==> src/rtl/uart_rx_packet_ctrl.sv <==
// uart_rx_packet_ctrl
// Packet framer behind a UART byte receiver. Hunts for SYNC_BYTE, then
// collects LEN, LEN payload bytes and an XOR checksum (over LEN and
// payload). Verified payloads are released on a valid/ready byte stream
// with a last marker. Bad frames are discarded with a cause code.
//
// Ports:
//   clk, reset              clock, synchronous active-high reset
//   rx_data/rx_done/rx_error byte strobe from the UART receiver
//   pkt_data/pkt_valid/pkt_last/pkt_ready  payload drain stream
//   pkt_ok                  one-cycle pulse, verified packet drain begins
//   pkt_drop                one-cycle pulse, frame discarded
//   err_code                last drop cause: 1 csum, 2 length, 3 framing/timeout
//   ovr_count               saturating count of bytes lost during drain
//   busy                    high outside the HUNT state
module uart_rx_packet_ctrl #(
   parameter int          MAX_LEN      = 16,
   parameter logic [7:0]  SYNC_BYTE    = 8'hA5,
   parameter int          TIMEOUT_CLKS = 52080
) (
   input  logic       clk,
   input  logic       reset,
   input  logic [7:0] rx_data,
   input  logic       rx_done,
   input  logic       rx_error,
   output logic [7:0] pkt_data,
   output logic       pkt_valid,
   output logic       pkt_last,
   input  logic       pkt_ready,
   output logic       pkt_ok,
   output logic       pkt_drop,
   output logic [1:0] err_code,
   output logic [7:0] ovr_count,
   output logic       busy
);

   localparam int         TW        = $clog2(TIMEOUT_CLKS + 1);
   localparam int         AW        = (MAX_LEN > 1) ? $clog2(MAX_LEN) : 1;
   localparam logic [TW-1:0] TMO_LAST = TW'(TIMEOUT_CLKS - 1);
   localparam logic [7:0] MAX_LEN_B = 8'(MAX_LEN);

   typedef enum logic [2:0] {
      S_HUNT,
      S_LEN,
      S_PAYLOAD,
      S_CSUM,
      S_DRAIN
   } state_t;

   state_t        state_q, state_d;
   logic [7:0]    len_q, len_d;
   logic [7:0]    wr_idx_q, wr_idx_d;
   logic [7:0]    rd_idx_q, rd_idx_d;
   logic [7:0]    csum_q, csum_d;
   logic [TW-1:0] tmo_q, tmo_d;
   logic [1:0]    err_q, err_d;
   logic [7:0]    ovr_q, ovr_d;
   logic          ok_q, ok_d;
   logic          drop_q, drop_d;

   logic          buf_we;
   logic          do_drop;
   logic [1:0]    drop_code;
   logic          tmo_hit;
   logic [7:0]    buf_mem [MAX_LEN];

   // Timeout only matters mid-frame; a strobe in the same cycle takes priority
   // because every state below checks rx_done before tmo_hit.
   assign tmo_hit = (tmo_q == TMO_LAST);

   always_comb begin
      state_d   = state_q;
      len_d     = len_q;
      wr_idx_d  = wr_idx_q;
      rd_idx_d  = rd_idx_q;
      csum_d    = csum_q;
      tmo_d     = '0;
      err_d     = err_q;
      ovr_d     = ovr_q;
      ok_d      = 1'b0;
      drop_d    = 1'b0;
      buf_we    = 1'b0;
      do_drop   = 1'b0;
      drop_code = 2'd0;

      case (state_q)
         S_HUNT: begin
            if (rx_done && !rx_error && rx_data == SYNC_BYTE) begin
               state_d = S_LEN;
            end
         end
         S_LEN: begin
            if (rx_done) begin
               if (rx_error) begin
                  do_drop   = 1'b1;
                  drop_code = 2'd3;
               end else if (rx_data == 8'd0 || rx_data > MAX_LEN_B) begin
                  do_drop   = 1'b1;
                  drop_code = 2'd2;
               end else begin
                  len_d    = rx_data;
                  csum_d   = rx_data;
                  wr_idx_d = 8'd0;
                  state_d  = S_PAYLOAD;
               end
            end else if (tmo_hit) begin
               do_drop   = 1'b1;
               drop_code = 2'd3;
            end else begin
               tmo_d = tmo_q + TW'(1);
            end
         end
         S_PAYLOAD: begin
            if (rx_done) begin
               if (rx_error) begin
                  do_drop   = 1'b1;
                  drop_code = 2'd3;
               end else begin
                  buf_we   = 1'b1;
                  csum_d   = csum_q ^ rx_data;
                  wr_idx_d = wr_idx_q + 8'd1;
                  if (wr_idx_q == len_q - 8'd1) begin
                     state_d = S_CSUM;
                  end
               end
            end else if (tmo_hit) begin
               do_drop   = 1'b1;
               drop_code = 2'd3;
            end else begin
               tmo_d = tmo_q + TW'(1);
            end
         end
         S_CSUM: begin
            if (rx_done) begin
               if (rx_error) begin
                  do_drop   = 1'b1;
                  drop_code = 2'd3;
               end else if (rx_data == csum_q) begin
                  ok_d     = 1'b1;
                  rd_idx_d = 8'd0;
                  state_d  = S_DRAIN;
               end else begin
                  do_drop   = 1'b1;
                  drop_code = 2'd1;
               end
            end else if (tmo_hit) begin
               do_drop   = 1'b1;
               drop_code = 2'd3;
            end else begin
               tmo_d = tmo_q + TW'(1);
            end
         end
         S_DRAIN: begin
            // pkt_valid is always high here, so ready alone is the handshake.
            if (pkt_ready) begin
               rd_idx_d = rd_idx_q + 8'd1;
               if (rd_idx_q == len_q - 8'd1) begin
                  state_d = S_HUNT;
               end
            end
            // The framer cannot accept a new frame while draining.
            if (rx_done && ovr_q != 8'hFF) begin
               ovr_d = ovr_q + 8'd1;
            end
         end
         default: state_d = S_HUNT;
      endcase

      if (do_drop) begin
         drop_d  = 1'b1;
         err_d   = drop_code;
         state_d = S_HUNT;
      end
   end

   always_ff @(posedge clk) begin
      if (reset) begin
         state_q  <= S_HUNT;
         len_q    <= 8'd0;
         wr_idx_q <= 8'd0;
         rd_idx_q <= 8'd0;
         csum_q   <= 8'd0;
         tmo_q    <= '0;
         err_q    <= 2'd0;
         ovr_q    <= 8'd0;
         ok_q     <= 1'b0;
         drop_q   <= 1'b0;
      end else begin
         state_q  <= state_d;
         len_q    <= len_d;
         wr_idx_q <= wr_idx_d;
         rd_idx_q <= rd_idx_d;
         csum_q   <= csum_d;
         tmo_q    <= tmo_d;
         err_q    <= err_d;
         ovr_q    <= ovr_d;
         ok_q     <= ok_d;
         drop_q   <= drop_d;
      end
   end

   // Payload buffer. Read is combinational so the first byte is presented in
   // the same cycle DRAIN is entered and the drain sustains one byte per clock.
   always_ff @(posedge clk) begin
      if (buf_we) begin
         buf_mem[wr_idx_q[AW-1:0]] <= rx_data;
      end
   end

   assign pkt_valid = (state_q == S_DRAIN);
   assign pkt_data  = pkt_valid ? buf_mem[rd_idx_q[AW-1:0]] : 8'h00;
   assign pkt_last  = pkt_valid && (rd_idx_q == len_q - 8'd1);
   assign pkt_ok    = ok_q;
   assign pkt_drop  = drop_q;
   assign err_code  = err_q;
   assign ovr_count = ovr_q;
   assign busy      = (state_q != S_HUNT);

endmodule

==> config.mk <==
export PLATFORM = sky130hd
export DESIGN_NAME = uart_rx_packet_ctrl
export DESIGN_NICKNAME = d
export VERILOG_FILES = /design/src/rtl/uart_rx_packet_ctrl.sv
export SDC_FILE = /design/constraint.sdc
export NUM_CORES = 1
export LEC_CHECK = 0
export ABC_AREA = 1
export CAP_MARGIN = 40
export CORE_UTILIZATION = 38
export DETAILED_ROUTE_END_ITERATION = 6
export GPL_ROUTABILITY_DRIVEN = 1
export PLACE_DENSITY = 0.57
export SYNTH_ARGS = -nofsm -noshare
export SYNTH_HDL_FRONTEND = slang
export SYNTH_SLANG_ARGS = --single-unit
==> constraint.sdc <==
create_clock -name clk -period 2.26 [get_ports clk]
set_input_delay 0.452 -clock clk [delete_from_list [all_inputs] [get_ports clk]]
set_output_delay 0.452 -clock clk [all_outputs]
set_load 0.02 [all_outputs]
-- After elaboration in Yosys (flattened, before gate mapping)
Memories as Yosys holds them, arrays and structs flattened. A register that Yosys moved wholly into a read port is not among the register bits.
Index checks and enable logic that the tools add are counted.
- $add $sub $neg: 5
- bitwise logic cells: 6
- reductions and logical operators: 20
- eq/ne operators: 22
- multiplexer cells: 60
- magnitude comparators: 1
- operators by type and width (cell ; count):
    $mux 8 ; 15
    $pmux 8 s2 ; 3
    $mux 3 ; 12
    $add 8x1->8 const B ; 3
    $eq 8x8->1 ; 3
    $ne 2x2->1 const B ; 10
    $mux 1 ; 17
    $add 16x1->16 const B ; 1
    $eq 16x16->1 const B ; 1
    $mux 2 ; 8
    $pmux 3 s5 ; 1
    $reduce_and 12->1 ; 1
    $eq 8x8->1 const B ; 1
    $gt 8x5->1 const B ; 1
    $logic_not 8->1 ; 1
    $mux 4 ; 2
    $ne 8x8->1 const B ; 1
    $reduce_or 4->1 ; 2
    $sub 8x1->8 const B ; 1
    $xor 8x8->8 ; 1
    $eq 3x2->1 const B ; 2
    $pmux 2 s3 ; 1
    $reduce_and 6->1 ; 1
    $not 1->1 ; 5
    15 further kinds ; 20
- RAM bits: 128
- output and inout bits: 23
- input port bits: 13
- register bits: 63
- memories: 1
- logic and storage cells: 125
- memory list (name ; depth ; bits a word ; read ports ; clocked after memory_dff ; wr ports ; line ; source):
    buf_mem ; 16 ; 8 ; 1 ; 1 ; 1 ; 65 ; logic [7:0] buf_mem [MAX_LEN];

-- Depth between registers and ports, before layout
- depth after elaboration: 7
- gate-level depth with buffers: 16
- depth with buffers taken out: 16

-- Worst setup path before layout
No wires, ideal clock.
- path type: register -> output
- start point: register len_q[0]
- end point: output port pkt_last
- arrival: 1.621 ns
- path buffers: 0
- required time: 1.808 ns
- path slack: 0.187 ns
- cell stages (with the launch flop): 10
- cell sequence: dfxtp_1 > inv_2 > ha_1 > xor2_1 > nand2_1 > nor2_2 > nand3_1 > nor2_1 > nand3_1 > nor2_1
- word-level cells in the longest chain between the ends: 3
- RTL lines (element ; line ; source):
    from (decl) ; 51 ; logic [7:0] len_q, len_d;
    from (signal assigned) ; 190 ; len_q <= len_d;
    $sub 8x1->8 ; 212 ; assign pkt_last = pkt_valid && (rd_idx_q == len_q - 8'd1);
    $eq 8x8->1 ; 212 ;
    $logic_and 1x1->1 ; 212 ;
    to (decl) ; 28 ; output logic pkt_last,
Every way passes these cells.

-- Worst setup path in the final report
- start point: register len_q[1]
- end point: output port pkt_last
Same word-level chain as after synthesis.

==> out/qor.json <==
{
  "outcome": "finished with violations",
  "violations_in_the_final_reports": "setup timing",
  "yosys_warning_count": 0,
  "post-route-min-period_ns": 2.46,
  "clock_tree_from_tritoncts": "built",
  "post_synth_main_area_contributors": "sky130_fd_sc_hd__edfxtp_1 (44%), sky130_fd_sc_hd__dfxtp_1 (15%), sky130_fd_sc_hd__nor2_1 (5.8%), sky130_fd_sc_hd__o21ai_0 (5.1%), sky130_fd_sc_hd__nand2_1 (4.6%)",
  "rsz0062_at_grt": "true",
  "ff2ff_setup_slack_ns": 0.25,
  "slew_headroom_pct": 71.7,
  "depth_of_the_worst_register_to_register_path": 14,
  "fin_worst_hold_slack_ns": 0.447,
  "met3WireLength_um": 965,
  "hp-class": "reg2reg",
  "cell_internal_pwr_uw": 6220,
  "critPathBufInv": 2,
  "cts_sinks": 195,
  "mappedNetlistNets": 915,
  "timing.critical_path.fanout_max": 5,
  "die-height_um": 153,
  "cts_hold_repair.buffers": 0,
  "cts.clk_slew.worst_paths_ns": 0.08,
  "async_reset_ff_share_pct": 0,
  "io_buffers": 35,
  "fmax_mhz": 406,
  "antenna_found_initial": 0,
  "placement_rows": 54,
  "design.core.area_um2": 22200,
  "grt_pass1_vias": 6616,
  "global_route_wire_length_before_repair_um": 35000,
  "drc_errors": 0,
  "synthesis.area_per_instance_um2": 9.73,
  "series_of_cell_instances_along_the_critical_path": "buf_4, nor2_2, nand2_2, o21ai_1, nand3_1, nand2_1, nor2_1, nand3_1, nor2_1, buf_4",
  "detailroute.via_count": 6831,
  "worst_path_max_delay_cell": "sky130_fd_sc_hd__dfxtp_2",
  "combPwrFrac_pct": 22.8,
  "place_hpwl_um": 15400,
  "fin_worst_skew_ns": 0.0102,
  "fillCellCount": 2062,
  "synthMostInstantiatedCell": "sky130_fd_sc_hd__nor2_1",
  "antennaDiodeCount": 0,
  "critical_path_arrival_ns": 2.01,
  "insertion_delay_ns": 0.44,
  "fin_tns_setup_ns": -1.22,
  "ant_nets": 0,
  "cts_made_buffers": 17,
  "place_congestion": 0.800,
  "endpoint_kind": "output port",
  "seqPwrFrac_pct": 43.9,
  "final-max-slew-violation-count": 0,
  "globalRouteTotalUtil_pct": 19.4,
  "design.die.area_um2": 23500,
  "switching_share_pct": 30.9,
  "share_clk_of_total_power_pct": 33.4,
  "irDropWorstVdd_uv": 580,
  "clock_tree.buffer_depth": 2,
  "ioPinCount": 36,
  "route.met2.wl_um": 10700,
  "synth_top_cell_area_share_pct": 44.2,
  "yosys_register_bits": 195,
  "grt_overflow_total": 0,
  "cp_slowest_stage_delay_ns": 0.33,
  "synthesized_instance_count": 894,
  "drt_iter0_markers": 406,
  "power_density_nw_per_um2": 812,
  "final-hold-violation-count": 0,
  "top_layer_reached_by_signal_wires": "met4",
  "routed_wirelength_um": 22400,
  "maxCapViolCount": 0,
  "critical_path_depth_in_cells": 10,
  "cts_max_level": 4,
  "synth.distinct_cells": 39,
  "wl_per_cell_um": 16.8,
  "met1_wirelength_um": 10400,
  "worstPathRequired_ns": 1.81,
  "ctsRootBufferMaster": "sky130_fd_sc_hd__clkbuf_16",
  "kind_of_start_point_of_the_critical_path": "flip-flop",
  "path_class": "reg2out",
  "effective_utilization_at_floorplan_pct": 39.2,
  "syn_std_cell_area_um2": 8690,
  "final-setup-viol-count": 9,
  "area_growth_syn_to_layout_pct": 27.5,
  "tightest_slew_ns": 0.424,
  "synth.largest_area_cell": "sky130_fd_sc_hd__edfxtp_1",
  "holdPathStages": 1,
  "p_leak_uw": 0.00412,
  "die_width_um": 153,
  "layout_worst_path_cycle_share_pct": 109,
  "vias_per_cell": 5.13,
  "largest_net_degree_at_the_start_of_global_routing": 26,
  "switchingPower_uw": 2780,
  "final_critical_path_setup_slack_ns": -0.204,
  "post_route_cells_drive_above_1_share_pct": 23.6,
  "nNetsFinal": 1060,
  "post_synth_most_frequent_cells": "sky130_fd_sc_hd__nor2_1 (135), sky130_fd_sc_hd__edfxtp_1 (128), sky130_fd_sc_hd__nand2_1 (106), sky130_fd_sc_hd__o21ai_0 (88), sky130_fd_sc_hd__inv_1 (68)",
  "firstDrtPassIters": 5,
  "synth-main-ff-cell": "sky130_fd_sc_hd__edfxtp_1",
  "synth_edf_count": 128,
  "critPathTopFamily": "simple AND/OR/NAND/NOR gates",
  "synth-seq-area-share_pct": 59.6
}
-- worst paths after layout --
check                to     start
max            pkt_last  len_q[1]
min reg2reg    tmo_q[0]  tmo_q[0]
min            tmo_q[0]  tmo_q[0]
max reg2reg  state_q[1]  len_q[1]
-- placed cells by master (no fill, tap or decap), drive strengths merged, types with 12 or more instances in the layout --
cell,n
xor2,18
o21ai,94
o22ai,13
nand4,17
o211ai,12
inv,88
dfxtp,67
nor3,21
a21oi,43
nand3,55
clkdlybuf4s50,24
nand2,119
clkbuf,18
edfxtp,128
o221ai,21
nor2,146
buf,131
-- logic make-up (layout without fill, tap and decap cells) --
group                      count (synthesis)  after routing  share of synthesized area (%)
xor gates and xnor gates                  20             20                           2.01
DFF                                      195            195                           59.6
and+or+nand+nor                          368            368                           19.1
AOI/OAI and AO/OA                        193            193                           13.1
adders and majority gates                  8              8                           1.15
buffers and inverters                    110            268                           5.01
-- state kept, by name, indices dropped and copies added (netlist names), named ones only --
name	cells
buf_mem	128
csum_q	8
err_code	2
len_q	8
ovr_count	8
pkt_drop	1
pkt_ok	1
rd_idx_q	8
state_q	3
tmo_q	16
wr_idx_q	8
-- power by group through the flow --
stage          Sequential [uW]  Clock, uW  Combinational [uW]
2_1_floorplan             4010          0                 974
3_3_place_gp              4010          0                1690
3_5_place_dp              4010          0                1700
4_1_cts                   3940       3070                1970
5_1_grt                   3960       3200                2230
6_report                  3950       3010                2050
-- what timing repair did --
item / 4_1_cts / 5_1_grt
pin swaps: 27 / 16
endpoints found under the setup margin: 11 / 13
cloned: 3 / 0
gates resized for setup: 111 / 30
buffers inserted: 8 / 2
-- through the flow --
stage	instances	total power, uW	setup WS [ns]	utilization (%)	area (um2)
final	1332	9010	-0.204	50.0	11100
after global routing	1332	9390	-0.328	50.0	11100
after CTS	1334	8990	-0.187	49.8	11000
after detailed placement	1291	5710	-0.230	45.9	10200
after global placement	1291	5690	-0.237	45.9	10200
after floorplan	894	4980	0.187	-	8690
-- layer usage --
metal / global-route usage (%) / up-vias
li1: - / 3427
met1: 25.3 / 3229
met2: 32.9 / 151
met3: 3.77 / 24
met4: 5.00 / 0
met5: 0 / -
-- cell type report --
type,count,area (um2),area share (%)
Clock buffer,18,429,3.87
Timing Repair Buffer,157,1390,12.6
Clock inverter,14,158,1.42
Multi-Input combinational cell,589,3250,29.3
Inverter,79,312,2.81
Sequential cell,195,5190,46.8
Tap cell,280,350,3.16
Power figures use the tool's default switching activity.
